<file path="config.mk">
export PLATFORM = sky130hd
export DESIGN_NAME = sqrt_stream_core_flat
export DESIGN_NICKNAME = d
export VERILOG_FILES = /design/src/rtl/sqrt_stream_core_pkg.sv /design/src/rtl/sqrt_stream_core_if.sv /design/src/rtl/sqrt_stream_core_fifo.sv /design/src/rtl/sqrt_stream_core.sv /design/src/flat_wrapper.sv
export SDC_FILE = /design/constraint.sdc
export NUM_CORES = 1
export LEC_CHECK = 0
export CORE_MARGIN = 1
export CORE_UTILIZATION = 30
export DETAILED_ROUTE_END_ITERATION = 10
export GPL_TIMING_DRIVEN = 0
export PLACE_DENSITY = 0.51
export SETUP_SLACK_MARGIN = 0.02
export SLEW_MARGIN = 10
export SYNTH_ARGS = -nofsm -noshare
export SYNTH_HDL_FRONTEND = slang
export SYNTH_SLANG_ARGS = --single-unit
</file>
<file path="constraint.sdc">
create_clock -name clk -period 3.14 [get_ports clk]
set_clock_uncertainty 0.05 [all_clocks]
set_input_delay 0.628 -clock clk [delete_from_list [all_inputs] [get_ports clk]]
set_output_delay 0.628 -clock clk [all_outputs]
set_load 0.01 [all_outputs]
</file>
<file path="src/rtl/sqrt_stream_core_pkg.sv">
// rtl/sqrt_stream_core_pkg.sv - root_pkg: FSM encoding and width helpers for the streaming square-root core
package root_pkg;

    typedef enum logic [1:0] {
        IDLE = 2'd0,
        CALC = 2'd1,
        PUSH = 2'd2
    } state_t;

    function automatic int clog2(input int value);
        int result = 0;
        int v = value - 1;
        while (v > 0) begin
            result++;
            v = v >> 1;
        end
        return result;
    endfunction

    function automatic int half_w(input int width);
        return width / 2;
    endfunction

    // Remainder needs two guard bits above the root width while shifting in digit pairs.
    function automatic int rem_w(input int width);
        return width / 2 + 2;
    endfunction

endpackage

</file>
<file path="src/rtl/sqrt_stream_core_if.sv">
// rtl/sqrt_stream_core_if.sv - operand/result stream interface; SQRT_REM_EN adds out_rem
interface sqrt_stream_core_if #(parameter int WIDTH = 32);

    logic [WIDTH-1:0]   in_data;
    logic               in_valid;
    logic               in_ready;
    logic [WIDTH/2-1:0] out_root;
    logic               out_valid;
    logic               out_ready;
`ifdef SQRT_REM_EN
    logic [WIDTH/2:0]   out_rem;

    modport master (output in_data, in_valid, out_ready,
                    input  in_ready, out_root, out_valid, out_rem);
    modport slave  (input  in_data, in_valid, out_ready,
                    output in_ready, out_root, out_valid, out_rem);
`else
    modport master (output in_data, in_valid, out_ready,
                    input  in_ready, out_root, out_valid);
    modport slave  (input  in_data, in_valid, out_ready,
                    output in_ready, out_root, out_valid);
`endif

endinterface

</file>
<file path="src/rtl/sqrt_stream_core_fifo.sv">
// rtl/sqrt_stream_core_fifo.sv - root_result_fifo: synchronous first-word fall-through result FIFO
module root_result_fifo
    import root_pkg::*;
#(
    parameter int ENTRY_W = 16,
    parameter int DEPTH   = 4
) (
    input  logic                    clk,
    input  logic                    rst_n,
    input  logic                    push,
    input  logic [ENTRY_W-1:0]      wr_data,
    input  logic                    pop,
    output logic [ENTRY_W-1:0]      rd_data,
    output logic [clog2(DEPTH):0]   count,
    output logic                    full,
    output logic                    empty
);

    localparam int PTR_W = clog2(DEPTH);
    localparam int CNT_W = PTR_W + 1;

    logic [ENTRY_W-1:0] mem [DEPTH];
    logic [PTR_W-1:0]   wr_ptr;
    logic [PTR_W-1:0]   rd_ptr;
    logic [CNT_W-1:0]   count_q;
    logic               do_push;
    logic               do_pop;

    // A full FIFO refuses the push even when a pop happens in the same cycle.
    assign full    = (count_q == CNT_W'(DEPTH));
    assign empty   = (count_q == '0);
    assign do_push = push && !full;
    assign do_pop  = pop && !empty;
    assign count   = count_q;
    assign rd_data = empty ? '0 : mem[rd_ptr];

    always_ff @(posedge clk) begin
        if (do_push) begin
            mem[wr_ptr] <= wr_data;
        end
    end

    always_ff @(posedge clk) begin
        if (!rst_n) begin
            wr_ptr  <= '0;
            rd_ptr  <= '0;
            count_q <= '0;
        end else begin
            if (do_push) begin
                wr_ptr <= wr_ptr + PTR_W'(1);
            end
            if (do_pop) begin
                rd_ptr <= rd_ptr + PTR_W'(1);
            end
            count_q <= count_q + CNT_W'(do_push) - CNT_W'(do_pop);
        end
    end

endmodule

</file>
<file path="src/rtl/sqrt_stream_core.sv">
// rtl/sqrt_stream_core.sv - iterative digit-by-digit integer square root with result FIFO
// Optional SQRT_REM_EN stores the remainder with each root and exposes it as out_rem.
module sqrt_stream_core
    import root_pkg::*;
#(
    parameter int WIDTH = 32,
    parameter int DEPTH = 4
) (
    input  logic                  clk,
    input  logic                  rst_n,
    sqrt_stream_core_if.slave     s,
    output logic                  busy,
    output logic [clog2(DEPTH):0] fifo_count
);

    localparam int HALF  = half_w(WIDTH);
    localparam int REM_W = rem_w(WIDTH);
    localparam int IT_W  = clog2(HALF) + 1;
`ifdef SQRT_REM_EN
    localparam int ENTRY_W = HALF + HALF + 1;
`else
    localparam int ENTRY_W = HALF;
`endif

    state_t             state;
    state_t             state_d;
    logic [WIDTH-1:0]   x_sh;
    logic [HALF-1:0]    root;
    logic [REM_W-1:0]   rem;
    logic [IT_W-1:0]    iter;
    logic [REM_W-1:0]   rem_t;
    logic [REM_W-1:0]   trial;
    logic               ge;
    logic               push;
    logic               fifo_full;
    logic               fifo_empty;
    logic [ENTRY_W-1:0] wr_data;
    logic [ENTRY_W-1:0] rd_data;

    always_comb begin
        rem_t   = {rem[REM_W-3:0], x_sh[WIDTH-1 -: 2]};
        trial   = {root, 2'b01};
        ge      = (rem_t >= trial);
        push    = 1'b0;
        state_d = state;
        case (state)
            IDLE: if (s.in_valid) state_d = CALC;
            CALC: if (iter == IT_W'(HALF - 1)) state_d = PUSH;
            PUSH: begin
                push = !fifo_full;
                if (!fifo_full) state_d = IDLE;
            end
            default: state_d = IDLE;
        endcase
    end

    always_ff @(posedge clk) begin
        if (!rst_n) begin
            state <= IDLE;
        end else begin
            state <= state_d;
        end
    end

    always_ff @(posedge clk) begin
        if (!rst_n) begin
            x_sh <= '0;
            root <= '0;
            rem  <= '0;
            iter <= '0;
        end else begin
            case (state)
                IDLE: if (s.in_valid) begin
                    x_sh <= s.in_data;
                    root <= '0;
                    rem  <= '0;
                    iter <= '0;
                end
                CALC: begin
                    x_sh <= x_sh << 2;
                    iter <= iter + IT_W'(1);
                    if (ge) begin
                        rem  <= rem_t - trial;
                        root <= {root[HALF-2:0], 1'b1};
                    end else begin
                        rem  <= rem_t;
                        root <= {root[HALF-2:0], 1'b0};
                    end
                end
                default: ;
            endcase
        end
    end

    assign s.in_ready = (state == IDLE);
    assign busy       = (state != IDLE);
    assign s.out_valid = !fifo_empty;

    // The final remainder never exceeds 2*root, so only HALF+1 bits carry information.
`ifdef SQRT_REM_EN
    logic unused_rem_msb;
    assign unused_rem_msb = rem[REM_W-1];
    assign wr_data        = {root, rem[HALF:0]};
    assign s.out_root     = rd_data[ENTRY_W-1 -: HALF];
    assign s.out_rem      = rd_data[HALF:0];
`else
    logic [1:0] unused_rem_msb;
    assign unused_rem_msb = rem[REM_W-1:REM_W-2];
    assign wr_data        = root;
    assign s.out_root     = rd_data;
`endif

    root_result_fifo #(
        .ENTRY_W (ENTRY_W),
        .DEPTH   (DEPTH)
    ) u_fifo (
        .clk     (clk),
        .rst_n   (rst_n),
        .push    (push),
        .wr_data (wr_data),
        .pop     (s.out_ready),
        .rd_data (rd_data),
        .count   (fifo_count),
        .full    (fifo_full),
        .empty   (fifo_empty)
    );

endmodule
</file>
<file path="src/flat_wrapper.sv">
// flat-port wrapper written by rule: the top's interface ports become plain ports
module sqrt_stream_core_flat import root_pkg::*;
#(
    parameter int WIDTH = 32,
    parameter int DEPTH = 4
)
  (clk, rst_n, busy, fifo_count, s_in_data, s_in_valid, s_out_ready, s_in_ready, s_out_root, s_out_valid);
  sqrt_stream_core_if #(.WIDTH(WIDTH)) s_i ();
  input  logic clk;
  input  logic rst_n;
  output logic busy;
  output logic [clog2(DEPTH):0] fifo_count;
  input wire logic [$bits(s_i.in_data)-1:0] s_in_data;
  input wire logic [$bits(s_i.in_valid)-1:0] s_in_valid;
  input wire logic [$bits(s_i.out_ready)-1:0] s_out_ready;
  output wire logic [$bits(s_i.in_ready)-1:0] s_in_ready;
  output wire logic [$bits(s_i.out_root)-1:0] s_out_root;
  output wire logic [$bits(s_i.out_valid)-1:0] s_out_valid;
  assign s_i.in_data = s_in_data;
  assign s_i.in_valid = s_in_valid;
  assign s_i.out_ready = s_out_ready;
  assign s_in_ready = s_i.in_ready;
  assign s_out_root = s_i.out_root;
  assign s_out_valid = s_i.out_valid;
  sqrt_stream_core #(.WIDTH(WIDTH), .DEPTH(DEPTH)) u_core (.clk(clk), .rst_n(rst_n), .s(s_i), .busy(busy), .fifo_count(fifo_count));
endmodule
</file>
==> results.toml, run 1 <==
[clock_tree]
clk_latency_ns = 0.42
htreeDepth = 4
cts.repair.resized = 5
inserted_clock_buffers = 17
numClockSinks = 144
clockBufferDepth = 2
tritoncts_clock_tree = "done"
root_buffer = "sky130_fd_sc_hd__clkbuf_16"
cts_setup_buffers = 0
clk_pin_slew_ns = 0.06
cts_hold_buffers = 0

[synth]
postSynthRegisterBits = 144
synth_edf_count = 64
synthDominantAreaCellType = "sky130_fd_sc_hd__edfxtp_1"
synthDominantCellAreaShare_pct = 26.6
yosysWarningCount = 0
synth_area_um2 = 7210
async_flop_share_pct = 0
synthTopCellsByArea = "sky130_fd_sc_hd__edfxtp_1 (27%), sky130_fd_sc_hd__dfxtp_1 (22%), sky130_fd_sc_hd__nor2_1 (6.8%), sky130_fd_sc_hd__mux4_2 (5.0%), sky130_fd_sc_hd__ha_1 (4.5%)"
syn-num-nets = 786
yosysUniqueCellTypes = 62
syn_area_per_cell_um2 = 9.98
synth_cells = 723
synth_seq_area_share_pct = 48.8
ys_dominant_reg_cell = "sky130_fd_sc_hd__dfxtp_1"

[worst_setup_path]
reg2regPathDepth = 10
r2r_end = "u_core.u_fifo.count[2]$_SDFF_PN0_"
crit_slowest_cell = "sky130_fd_sc_hd__mux4_2"
timing_worst_setup_path_type = "flop to primary output"
timing.critical_path.cells = "clkbuf_4 -> buf_6 -> mux4_2 -> and2_1 -> clkdlybuf4s50_1"
r2r_slack_ns = 0.53
cp-end-kind = "primary output"
crit_family = "buffers and inverters"
required_ns = 2.46
r2r_start = "u_core.u_fifo.count[1]$_SDFF_PN0_"
critical_path_arrival_ns = 2.32
buf_inv_stages_crit_path = 3
critical_path.max_stage_delay_ns = 0.52
worstSetupStartpointType = "flop"
critPathMaxFanout = 10

[floorplan]
die_w_um = 157
floorplan_die_area_um2 = 24700
core_footprint_um2 = 23500
die_h_um = 157
top_level_pins = 58
initial_utilization_pct = 30.6
rows = 56

[timing]
setup-tns-final_ns = 0
grt_setup_unrepaired = "no"
timing.final.hold_violations = 0
min_period_over_period_pct = 95.3
timing.max_slew.rel_slack_pct = 43.6
drv_slew = 0
achievable-frequency_ghz = 0.334
max_slew.worst_pin.slew_ns = 0.845
postLayoutSetupSlackWorst_ns = 0.147
timing.final.crit_period_ns = 2.99
finalSetupViolations = 0

[routing]
post-route-drc-count = 0
detail_route.first_pass.iterations = 4
drt.antenna.violating_nets = 0
drt_first_iter_violations = 371
vias_per_cell = 4.86
wl_per_cell_um = 15.0
dr_total_vias = 5477
routed_wl_um = 16900

[placement]
place_ws_ns = 0.146
gp_congestion = 0.774
place.port_buffers = 56
sum_of_net_half_perimeters_after_detailed_placement_um = 11900

[outcome]
outcome = "finished clean"

[min_path]
whs_path_depth = 2
timing.hold.worst_endpoint = "u_core.rem[10]$_SDFFE_PN0P_"
min_path_type = "flop to flop"
holdCritStartpoint = "u_core.rem[10]$_SDFFE_PN0P_"

[power]
worst_ir_drop_on_vdd_uv = 467
p_per_area_nw_per_um2 = 902
switching_fraction_of_total_power_pct = 37.8
seq_power_share_pct = 28.6
combPwrFrac_pct = 46.7
p_leak_nw = 3.06
switching_power_w = 0.00298
power_frac_clock_pct = 24.7
power_report.internal_total_w = 0.00491

[global_routing]
grt_use_total_pct = 14.4
first_global_vias = 5263
grt_antenna_before_repair = 0
grt_pass1_wl_um = 27600
grt_max_degree = 17
grt_overflow_total = 0

[finish]
num_antenna_cells = 0
drive_above_1_share_pct = 10.1
nNetsFinal = 859
layout.cells.most_common_list = "sky130_fd_sc_hd__nor2_1 (130), sky130_fd_sc_hd__dfxtp_1 (80), sky130_fd_sc_hd__edfxtp_1 (64)"
layout-area-overhead-vs-synth_pct = 21.3
mostFrequentLayoutCell = "sky130_fd_sc_hd__nor2_1"

[flow_run]
maxCapViolCount = 0
==> Yosys cell counts (4+ instances only) <==
| master | number |
|---|---|
| sky130_fd_sc_hd__a21oi_1 | 44 |
| sky130_fd_sc_hd__a22oi_1 | 18 |
| sky130_fd_sc_hd__and2_1 | 33 |
| sky130_fd_sc_hd__and3_1 | 4 |
| sky130_fd_sc_hd__buf_1 | 6 |
| sky130_fd_sc_hd__buf_2 | 9 |
| sky130_fd_sc_hd__clkbuf_1 | 33 |
| sky130_fd_sc_hd__dfxtp_1 | 80 |
| sky130_fd_sc_hd__edfxtp_1 | 64 |
| sky130_fd_sc_hd__ha_1 | 26 |
| sky130_fd_sc_hd__inv_1 | 27 |
| sky130_fd_sc_hd__mux4_2 | 16 |
| sky130_fd_sc_hd__nand2_1 | 51 |
| sky130_fd_sc_hd__nand2b_1 | 4 |
| sky130_fd_sc_hd__nor2_1 | 130 |
| sky130_fd_sc_hd__nor2b_1 | 26 |
| sky130_fd_sc_hd__nor3_1 | 6 |
| sky130_fd_sc_hd__o211ai_1 | 17 |
| sky130_fd_sc_hd__o211ai_2 | 10 |
| sky130_fd_sc_hd__o21ai_0 | 10 |
| sky130_fd_sc_hd__o21ai_1 | 6 |
| sky130_fd_sc_hd__o221ai_1 | 31 |
| sky130_fd_sc_hd__xnor2_1 | 12 |
==> cells by family (layout without fill, tap and decap cells) <==
group,count (synthesis),count (layout),synth area share (%)
multiplexers,19,19,5.41
AND/OR/NAND/NOR,270,270,17.3
XOR/XNOR,15,15,1.82
AO/OA/AOI/OAI,168,168,17.2
buffers and inverters,80,166,4.68
flip-flops,144,144,48.8
adder cells (fa/ha/maj),27,27,4.79
==> layer usage <==
metal / global-route usage (%) / wire length, um / vias up
met1: 19.4 / 8300 / 2598
li1: - / - / 2756
met5: 0 / 0 / -
met2: 23.1 / 7790 / 102
met4: 4.48 / 252 / 0
met3: 2.75 / 567 / 21
==> flip-flops by register name, summed over array words and instances, names as in the netlist, 3 cells and up, named ones only <==
register,cells
u_core.u_fifo.count,3
u_core.root,16
u_core.x_sh,32
u_core.u_fifo.mem,64
u_core.iter,5
u_core.rem,16
==> through the flow <==
| step | instance area [um^2] | cells | hold WS [ns] | util, % | power, W |
|---|---|---|---|---|---|
| after floorplan | 7210 | 723 | 0.392 | - | 0.00495 |
| after global placement | 8170 | 1098 | 0.425 | 34.7 | 0.00598 |
| after detailed placement | 8170 | 1098 | 0.429 | 34.7 | 0.00600 |
| after CTS | 8750 | 1129 | 0.438 | 37.2 | 0.00797 |
| after global routing | 8750 | 1128 | 0.480 | 37.2 | 0.00842 |
| final | 8750 | 1128 | 0.433 | 37.2 | 0.00789 |
==> power by group through the flow <==
stage	clock network, W	registers (W)	logic, W
after global routing	0.00208	0.00228	0.00405
after CTS	0.00200	0.00226	0.00372
final	0.00195	0.00226	0.00368
after global placement	0	0.00229	0.00369
after detailed placement	0	0.00229	0.00371
after floorplan	0	0.00225	0.00270
==> worst min-delay path: stages (launching register included) <==
cell                      delay [ns]
sky130_fd_sc_hd__dfxtp_1        0.33
sky130_fd_sc_hd__nand2_1        0.06
sky130_fd_sc_hd__o21ai_1        0.05
==> worst max path at each step <==
stage / slack [ns] / cells past startpoint / from / to
2_1_floorplan: 0.67 / 11 / u_core.u_fifo.count[1]$_SDFF_PN0_ / u_core.u_fifo.count[2]$_SDFF_PN0_
3_3_place_gp: 0.14 / 5 / flop / s_out_root[11]
5_1_grt: 0.04 / 5 / flop / s_out_root[5]
4_1_cts: 0.03 / 5 / flop / s_out_root[11]
6_report: 0.15 / 5 / flop / s_out_root[11]
3_5_place_dp: 0.15 / 5 / flop / s_out_root[11]
==> layout make-up <==
| cell class | instances | area, um^2 |
|---|---|---|
| Fill cell | 2419 | 14800 |
| Sequential cell | 144 | 3520 |
| Multi-Input combinational cell | 499 | 3350 |
| Timing Repair Buffer | 56 | 561 |
| Clock buffer | 19 | 443 |
| Tap cell | 319 | 399 |
| Buffer | 50 | 239 |
| Clock inverter | 13 | 126 |
| Inverter | 28 | 105 |
No activity file was read; power rests on OpenSTA's default activity.
==> run 2: changes to the inputs <==
- ABC_CLOCK_PERIOD_IN_PS: default -> 3140
==> results of run 2 <==
The final DEF is identical to that of run 1; final timing and power are the same.
==> run 3: changes to the inputs <==
- REMOVE_ABC_BUFFERS: default -> 1
==> results.toml, run 3 (same netlist as run 1, synthesis figures left out) <==
[outcome]
outcome = "finished clean"

[timing]
timing.final.hold_violations = 0
grt_setup_unrepaired = "yes"
drv_slew = 0
min_period_over_period_pct = 94.6
postLayoutSetupSlackWorst_ns = 0.169
timing.final.crit_period_ns = 2.97
max_slew.worst_pin.slew_ns = 1.20
finalSetupViolations = 0
timing.max_slew.rel_slack_pct = 19.5
achievable-frequency_ghz = 0.337

[power]
seq_power_share_pct = 30.5
switching_fraction_of_total_power_pct = 39.3
switching_power_w = 0.00298
power_report.internal_total_w = 0.00461
worst_ir_drop_on_vdd_uv = 459
combPwrFrac_pct = 43.1
p_per_area_nw_per_um2 = 881
power_frac_clock_pct = 26.4
finalPower_w = 0.00759
p_leak_nw = 3.00

[flow_run]
maxCapViolCount = 0

[floorplan]
initial_utilization_pct = 30.6
rows = 56
die_w_um = 157
die_h_um = 157
top_level_pins = 58
core_footprint_um2 = 23500
floorplan_die_area_um2 = 24700

[clock_tree]
cts_hold_buffers = 0
cts_setup_buffers = 0
clockBufferDepth = 2
inserted_clock_buffers = 17
numClockSinks = 144
tritoncts_clock_tree = "done"
htreeDepth = 4
root_buffer = "sky130_fd_sc_hd__clkbuf_16"
clk_latency_ns = 0.43
clk_pin_slew_ns = 0.07

[worst_setup_path]
crit_family = "flip-flops"
crit_slowest_cell = "sky130_fd_sc_hd__dfxtp_1"
required_ns = 2.46
critPathMaxFanout = 16
buf_inv_stages_crit_path = 1
timing.critical_path.cells = "mux4_2 -> and2_1 -> clkdlybuf4s50_1"
critical_path_arrival_ns = 2.29
cp-end-kind = "primary output"
timing_worst_setup_path_type = "flop to primary output"
worstSetupStartpointType = "flop"
critical_path.max_stage_delay_ns = 0.80

[finish]
biggestRegsByFlops = "u_core.u_fifo.mem (64), u_core.x_sh (32)"
num_antenna_cells = 0
layout.cells.most_common_list = "sky130_fd_sc_hd__nor2_1 (130), sky130_fd_sc_hd__dfxtp_1 (77), sky130_fd_sc_hd__edfxtp_1 (64)"
largest_register_ffs = 64
nNetsFinal = 813
regMostFlops = "u_core.u_fifo.mem"
drive_above_1_share_pct = 10.7
num-fill-cells = 2402
mostFrequentLayoutCell = "sky130_fd_sc_hd__nor2_1"
layout-area-overhead-vs-synth_pct = 19.5

[min_path]
min_path_type = "flop to flop"

[routing]
post-route-drc-count = 0
detail_route.first_pass.iterations = 4
vias_per_cell = 4.81
dr_total_vias = 5201
routed_wl_um = 15300
drt.antenna.violating_nets = 0
wl_per_cell_um = 14.2
drt_first_iter_violations = 263

[global_routing]
grt_antenna_before_repair = 0
grt_max_degree = 50
grt_use_total_pct = 12.9
grt_pass1_wl_um = 24900
grt_overflow_total = 0
first_global_vias = 4831

[placement]
gp_congestion = 0.786
place.port_buffers = 57
place_ws_ns = -1.09
sum_of_net_half_perimeters_after_detailed_placement_um = 9790
## run 3: stage by stage
stage | instances | util, % | hold WS [ns] | setup TNS, ns | cell area, um^2
3_5_place_dp | 1050 | 34.0 | 0.436 | -73.33 | 8000
2_1_floorplan | 671 | - | 0.392 | -2.15 | 6980
6_report | 1082 | 36.6 | 0.447 | 0 | 8620
5_1_grt | 1082 | 36.6 | 0.475 | 0 | 8620
4_1_cts | 1082 | 36.6 | 0.446 | 0 | 8610
3_3_place_gp | 1047 | 33.8 | 0.437 | -194.43 | 7950
## run 3: worst min-delay path, delay by kind of cell (launching register included)
kind | cells | cell delay [ns]
AND/OR/NAND/NOR | 1 | 0.06
AO/OA/AOI/OAI | 1 | 0.05
flip-flops | 1 | 0.34
## run 3: power by group through the flow
stage          Clock [W]  Combinational (W)  Sequential (W)
5_1_grt          0.00214            0.00362         0.00235
4_1_cts          0.00205            0.00330         0.00233
3_3_place_gp           0            0.00329         0.00236
6_report         0.00200            0.00327         0.00232
2_1_floorplan          0            0.00233         0.00230
3_5_place_dp           0            0.00329         0.00236
## run 3: what timing repair did
item / CTS / global route
setup endpoints to repair: 133 / 15
resized for setup: 6 / 3
endpoints found under the hold margin: 0 / 0
cloned: 0 / 0
## run 3: layer usage
metal  routed length [um]  share of wire [%]  GRT usage (%)
met2                 7130                 47           20.6
met4                  179                1.2           4.30
met1                 7590                 50           17.2
met5                    0                  0              0
met3                  419                2.7           2.81
## run 3: layout make-up
type                    count  area (um^2)  area share, %
multi-input cells         499         3370           39.1
inverters                  28          110           1.28
repair buffers             60          616           7.14
clock inverters            15          166           1.93
flip-flops and latches    144         3530           41.0
well taps                 319          399           4.63
clock buffers              17          425           4.94
## run 3: final timing paths
check                               startpoint                           endpoint  slack, ns  cells after the start
hold reg to reg    u_core.rem[10]$_SDFFE_PN0P_        u_core.rem[10]$_SDFFE_PN0P_       0.45                      2
setup reg to reg  u_core.state[1]$_SDFFE_PN0P_  u_core.u_fifo.count[2]$_SDFF_PN0_       0.23                     11
hold / removal     u_core.rem[10]$_SDFFE_PN0P_        u_core.rem[10]$_SDFFE_PN0P_       0.45                      2
setup / recovery                          flop                     s_out_root[12]       0.17                      3
